File: src/rtl/filter_gin_receiver_pkg.sv
// Shared types and constants for the filter GIN receiver.
// Optional broadcast tag matching is enabled by defining FILTER_GIN_BROADCAST_EN.
package filter_gin_pkg;

   typedef enum logic [1:0] {
      IDLE   = 2'd0,
      DECODE = 2'd1,
      SEND   = 2'd2
   } state_t;

   // Number of output weights packed into one GIN word.
   function automatic int ratio(input int data_in_width, input int data_out_width);
      return data_in_width / data_out_width;
   endfunction

   // Beat counter width; a single-beat word still needs a 1-bit counter.
   function automatic int beat_width(input int beats);
      return (beats > 1) ? $clog2(beats) : 1;
   endfunction

   // All-ones broadcast tags; sliced down to the actual tag width where used.
   localparam logic [31:0] BCAST_ROW = '1;
   localparam logic [31:0] BCAST_COL = '1;

endpackage

File: src/rtl/filter_gin_receiver_tag_matcher.sv
// Combinational row/column tag matcher producing the per-PE delivery mask.
// When FILTER_GIN_BROADCAST_EN is defined, all-ones row/col tags act as wildcards.
module gin_tag_matcher
   import filter_gin_pkg::*;
#(
   parameter int ROW_TAG_WIDTH = 4,
   parameter int COL_TAG_WIDTH = 4,
   parameter int NUM_PE        = 14
) (
   input  logic [ROW_TAG_WIDTH-1:0]        row_tag,
   input  logic [COL_TAG_WIDTH-1:0]        col_tag,
   input  logic [ROW_TAG_WIDTH-1:0]        row_id,
   input  logic [NUM_PE*COL_TAG_WIDTH-1:0] col_ids,
   output logic [NUM_PE-1:0]               mask
);

`ifdef FILTER_GIN_BROADCAST_EN
   localparam bit BCAST_EN = 1'b1;
`else
   localparam bit BCAST_EN = 1'b0;
`endif

   logic row_hit;
   logic col_bcast;

   // Row matches this row's ID, or the broadcast row tag when wildcards are enabled.
   assign row_hit   = (row_tag == row_id) ||
                      (BCAST_EN && (row_tag == BCAST_ROW[ROW_TAG_WIDTH-1:0]));
   assign col_bcast = BCAST_EN && (col_tag == BCAST_COL[COL_TAG_WIDTH-1:0]);

   // One compare per PE; duplicate column IDs naturally yield a multicast mask.
   generate
      for (genvar gi = 0; gi < NUM_PE; gi++) begin : g_pe
         assign mask[gi] = row_hit &&
                           (col_bcast || (col_tag == col_ids[gi*COL_TAG_WIDTH +: COL_TAG_WIDTH]));
      end
   endgenerate

endmodule

File: src/rtl/filter_gin_receiver.sv
// Filter GIN receiver for one PE row: pops tagged 64-bit words from FWFT FIFOs,
// matches tags against the row/column IDs and multicasts the unpacked weights
// to every matching PE under per-PE backpressure.
// Optional feature macro: FILTER_GIN_BROADCAST_EN (all-ones tags act as wildcards).
module filter_gin_receiver
   import filter_gin_pkg::*;
#(
   parameter int DATA_IN_WIDTH  = 64,
   parameter int DATA_OUT_WIDTH = 16,
   parameter int ROW_TAG_WIDTH  = 4,
   parameter int COL_TAG_WIDTH  = 4,
   parameter int NUM_PE         = 14,
   parameter int CNT_WIDTH      = 16
) (
   input  logic                            clk,
   input  logic                            reset,
   input  logic [ROW_TAG_WIDTH-1:0]        row_id,
   input  logic [NUM_PE*COL_TAG_WIDTH-1:0] col_ids,
   input  logic                            gin_fifo_empty,
   input  logic [DATA_IN_WIDTH-1:0]        gin_data,
   input  logic                            tags_fifo_empty,
   input  logic [ROW_TAG_WIDTH-1:0]        row_tag,
   input  logic [COL_TAG_WIDTH-1:0]        col_tag,
   output logic                            re_from_gin_fifo,
   input  logic [NUM_PE-1:0]               pe_ready,
   output logic [NUM_PE-1:0]               pe_we,
   output logic [DATA_OUT_WIDTH-1:0]       pe_data,
   output logic                            busy,
   output logic [CNT_WIDTH-1:0]            delivered_count,
   output logic [CNT_WIDTH-1:0]            dropped_count
);

   localparam int RATIO  = ratio(DATA_IN_WIDTH, DATA_OUT_WIDTH);
   localparam int BEAT_W = beat_width(RATIO);
   localparam logic [BEAT_W-1:0] LAST_BEAT = BEAT_W'(RATIO - 1);

   state_t                    state_reg;
   logic [DATA_IN_WIDTH-1:0]  word_reg;
   logic [ROW_TAG_WIDTH-1:0]  row_tag_reg;
   logic [COL_TAG_WIDTH-1:0]  col_tag_reg;
   logic [NUM_PE-1:0]         mask_reg;
   logic [BEAT_W-1:0]         beat_reg;
   logic [DATA_OUT_WIDTH-1:0] pe_data_reg;
   logic [CNT_WIDTH-1:0]      delivered_reg;
   logic [CNT_WIDTH-1:0]      dropped_reg;

   logic [NUM_PE-1:0]         mask_next;
   logic                      pop;
   logic                      go;
   logic                      write_beat;
   logic [DATA_OUT_WIDTH-1:0] slices [RATIO];
   logic [DATA_OUT_WIDTH-1:0] beat_data;

   gin_tag_matcher #(
      .ROW_TAG_WIDTH (ROW_TAG_WIDTH),
      .COL_TAG_WIDTH (COL_TAG_WIDTH),
      .NUM_PE        (NUM_PE)
   ) u_matcher (
      .row_tag (row_tag_reg),
      .col_tag (col_tag_reg),
      .row_id  (row_id),
      .col_ids (col_ids),
      .mask    (mask_next)
   );

   // Split the latched word into weights, least significant slice first.
   generate
      for (genvar gi = 0; gi < RATIO; gi++) begin : g_slice
         assign slices[gi] = word_reg[gi*DATA_OUT_WIDTH +: DATA_OUT_WIDTH];
      end
   endgenerate

   assign beat_data = slices[beat_reg];

   // Pop both FWFT FIFOs together only when idle and both heads are valid.
   assign pop = (state_reg == IDLE) && !gin_fifo_empty && !tags_fifo_empty;

   // Only targeted PEs can stall a beat; untargeted ready lines are masked off.
   assign go         = &(pe_ready | ~mask_reg);
   assign write_beat = (state_reg == SEND) && go;

   assign re_from_gin_fifo = pop;
   assign pe_we            = write_beat ? mask_reg : '0;
   assign pe_data          = write_beat ? beat_data : pe_data_reg;
   assign busy             = (state_reg != IDLE);
   assign delivered_count  = delivered_reg;
   assign dropped_count    = dropped_reg;

   // Receive FSM: latch on pop, decode the mask, then stream the beats out.
   always_ff @(posedge clk or posedge reset) begin
      if (reset) begin
         state_reg     <= IDLE;
         word_reg      <= '0;
         row_tag_reg   <= '0;
         col_tag_reg   <= '0;
         mask_reg      <= '0;
         beat_reg      <= '0;
         pe_data_reg   <= '0;
         delivered_reg <= '0;
         dropped_reg   <= '0;
      end else begin
         case (state_reg)
            IDLE: begin
               if (pop) begin
                  word_reg    <= gin_data;
                  row_tag_reg <= row_tag;
                  col_tag_reg <= col_tag;
                  state_reg   <= DECODE;
               end
            end
            DECODE: begin
               mask_reg <= mask_next;
               if (mask_next == '0) begin
                  dropped_reg <= dropped_reg + 1'b1;
                  state_reg   <= IDLE;
               end else begin
                  beat_reg  <= '0;
                  state_reg <= SEND;
               end
            end
            SEND: begin
               if (go) begin
                  pe_data_reg <= beat_data;
                  beat_reg    <= beat_reg + 1'b1;
                  if (beat_reg == LAST_BEAT) begin
                     delivered_reg <= delivered_reg + 1'b1;
                     state_reg     <= IDLE;
                  end
               end
            end
            default: state_reg <= IDLE;
         endcase
      end
   end

endmodule

File: config.mk
export PLATFORM = sky130hd
export DESIGN_NAME = filter_gin_receiver
export DESIGN_NICKNAME = d
export VERILOG_FILES = /design/src/rtl/filter_gin_receiver_pkg.sv /design/src/rtl/filter_gin_receiver_tag_matcher.sv /design/src/rtl/filter_gin_receiver.sv
export SDC_FILE = /design/constraint.sdc
export NUM_CORES = 1
export LEC_CHECK = 0
export ABC_AREA = 1
export BUFFER_PORTS_ARGS = -buffer_cell sky130_fd_sc_hd__buf_2
export CORE_UTILIZATION = 46
export CTS_CLUSTER_SIZE = 12
export DETAILED_ROUTE_END_ITERATION = 10
export GPL_ROUTABILITY_DRIVEN = 0
export GPL_TIMING_DRIVEN = 1
export MAX_ROUTING_LAYER = met4
export PLACE_DENSITY_LB_ADDON = 0.12
export SETUP_SLACK_MARGIN = 0.5
export SLEW_MARGIN = 10
export SYNTH_ARGS = -nofsm -noshare
export SYNTH_HDL_FRONTEND = slang
export SYNTH_SLANG_ARGS = --single-unit
File: constraint.sdc
create_clock -name clk -period 5.8 [get_ports clk]
set_input_delay 1.16 -clock clk [delete_from_list [all_inputs] [get_ports clk]]
set_output_delay 1.16 -clock clk [all_outputs]
set_load 0.02 [all_outputs]
==> results.py <==
metrics = {
    "run_status": {
        "outcome": "finished clean",
    },
    "drt": {
        "first_iter_violations": 475,
        "ant_nets": 0,
        "drc": 0,
        "firstDrtPassIters": 5,
        "finalWirelength_um": 19900,
        "vias": 7173,
        "wl_per_cell_um": 13.5,
        "viasPerCell": 4.86,
    },
    "worst_setup_path": {
        "reg2regPathDepth": 5,
        "required_ns": 4.64,
        "path_cells": "buf_2, o22ai_1, nor2_1, nand3_1, nor2_4, buf_4, nor2_1, a31oi_1, buf_2",
        "r2r-end": "delivered_count[13]$_DFFE_PP0P_",
        "worstPathArrival_ns": 2.99,
        "slowest_stage": "buf_4",
        "crit_buf_inv": 3,
        "crit_family": "simple AND/OR/NAND/NOR gates",
        "endpoint_kind": "output port",
        "rrSetupSlack_ns": 2.84,
        "worst_setup_path_start_kind": "input port",
        "rr_startpoint": "beat_reg[0]$_DFFE_PP0P_",
        "cp_max_fo": 38,
        "critPathKind": "in -> out",
        "critical-path-max-stage-delay_ns": 0.42,
    },
    "cts": {
        "path_clk_slew_ns": 0.06,
        "ctsHoldBuffers": 0,
        "cts-root-buf": "clkbuf_16",
        "cts_resized": 0,
        "numCtsBuffers": 17,
        "numClockSinks": 138,
        "ctsLongestPathBuffers": 2,
        "htree_levels": 4,
        "cts_tree": "built",
        "post_cts_buffers": 0,
        "clk_latency_ns": 0.42,
    },
    "power_and_ir_drop": {
        "power_density_nw_per_um2": 240,
        "p_leak_nw": 5.15,
        "vdd_drop_max_uv": 208,
        "total_power_mw": 2.26,
    },
    "synth": {
        "yosys.area.top_type": "dfrtp_1",
        "synth.area.top_cells": "dfrtp_1 (45%), nand2_1 (17%), inv_1 (5.7%)",
        "synth_edf_count": 0,
        "synth-seq-cells": 138,
        "synth_seq_area_share_pct": 44.9,
        "synth_fp_nets": 1204,
        "syn_area_um2": 7690,
        "ys_types": 31,
        "yosys_warnings": 0,
        "syn_inst": 1051,
        "async_reset_ff_share_pct": 100,
        "synth_flop_cell": "dfrtp_1",
        "synth_top_area_share_pct": 44.9,
        "avgSynthCellArea_um2": 7.31,
    },
    "place": {
        "pre_cts_ws_ns": 1.67,
        "numPlacedInstances": 1440,
        "hpwlAfterDp_um": 14400,
        "portBuffers": 213,
    },
    "timing": {
        "hold_viol": 0,
        "finalCritPeriodShare_pct": 71.5,
        "rsz0062_at_grt": "no",
        "fin_crit_ns": 4.15,
        "fin_worst_skew_ns": 0.0105,
        "finalMaxSlewViolations": 0,
        "worst_pin_slew_ns": 0.876,
        "slew_headroom_pct": 41.6,
        "clock.fmax_ghz": 0.241,
        "setup_viol_count_final": 0,
        "finalWorstSetupSlack_ns": 1.65,
        "tns_ns": 0,
        "fin_hold_ws_ns": 0.464,
    },
    "global_routing": {
        "antenna_found_initial": 7,
        "grt_pass1_vias": 6734,
        "grt_overflow": 0,
        "gr-usage-all-layers_pct": 24.6,
        "grt_max_degree": 98,
        "grt_pass1_wl_um": 32900,
    },
    "layout": {
        "fin_nets": 1396,
        "most-common-layout-cells": "nand2_1 (356), buf_2 (213), dfrtp_1 (138)",
        "layout.cells.most_common": "nand2_1",
        "largest_reg_flops": 64,
        "area_delta_synth_final_pct": 22.9,
        "drive_gt1_share_pct": 23.5,
        "final-instance-count-excl-fill": 1477,
    },
    "floorplanning": {
        "io_pins": 214,
        "dieArea_um2": 17200,
        "coreArea_um2": 16100,
        "rows": 46,
        "start_util_pct": 47.7,
        "dieHeight_um": 131,
        "fp.dieW_um": 131,
    },
    "hold_path": {
        "min_from": "word_reg[59]$_DFFE_PP0P_",
        "hold_depth": 2,
        "worstHoldEndpoint": "word_reg[59]$_DFFE_PP0P_",
        "hp-class": "reg -> reg",
    },
    "job": {
        "cap_violations": 0,
    },
}
-- kinds of logic (layout without fill, tap and decap cells) --
group	count (synthesis)	in the layout	synth area share [%]
flip-flops	138	138	44.9
AO/OA/AOI/OAI	149	149	11.1
multiplexers	1	1	0.146
AND/OR/NAND/NOR	543	543	28.8
XOR/XNOR	47	47	5.35
adder cells (fa/ha/maj)	3	3	0.488
other	0	7	0
buffers and inverters	170	373	9.21
-- worst min-delay path: cells and delay by family, from the launching register on --
family,cells,cell delay (ns)
flip-flops,1,0.33
AND/OR/NAND/NOR,2,0.10
-- worst max path at each step --
stage	start	endpoint	slack, ns	cells after the start
floorplan	reset	beat_reg[0]$_DFFE_PP0P_	0.94	1
finish	pe_ready[8]	pe_data[7]	1.65	9
global route	pe_ready[8]	pe_data[10]	1.50	9
global placement	pe_ready[8]	pe_data[7]	1.67	9
detailed placement	pe_ready[8]	pe_data[7]	1.67	9
CTS	pe_ready[8]	pe_data[7]	1.65	9
-- Yosys cell counts (16+ instances only) --
master    instances
a21oi_1          16
a31oi_1          32
clkbuf_1         29
dfrtp_1         138
inv_1           117
nand2_1         356
nand2_2          16
nand3_1          20
nor2_1          115
o21ai_0          77
xnor2_1          21
xor2_1           26
-- where the power goes --
part           leakage, nW  switching [mW]  internal (mW)  total (mW)
clock network        0.280           0.391          0.684        1.08
logic                 3.18           0.100         0.0784       0.179
registers             1.70          0.0208          0.989        1.01
-- area by class of cell --
class	count	area, um^2
inverters	124	470
multi-input cells	743	3540
clock inverters	6	87.6
repair buffers	219	1110
fillers	1562	6670
diodes	7	17.5
flip-flops and latches	138	3450
well taps	216	270
clock buffers	24	502
-- metal layers --
metal	GRT usage (%)	part of all wire, %
met5	-	0
met3	6.33	6.1
met4	7.88	1.9
met1	30.3	44
met2	39.5	48
-- through the flow --
step / area [um^2] / util [%]
after global routing: 9450 / 58.6
after floorplan: 7690 / -
after global placement: 8840 / 54.9
final: 9450 / 58.6
after CTS: 9430 / 58.5
after detailed placement: 8840 / 54.9
Power figures use the tool's default switching activity.
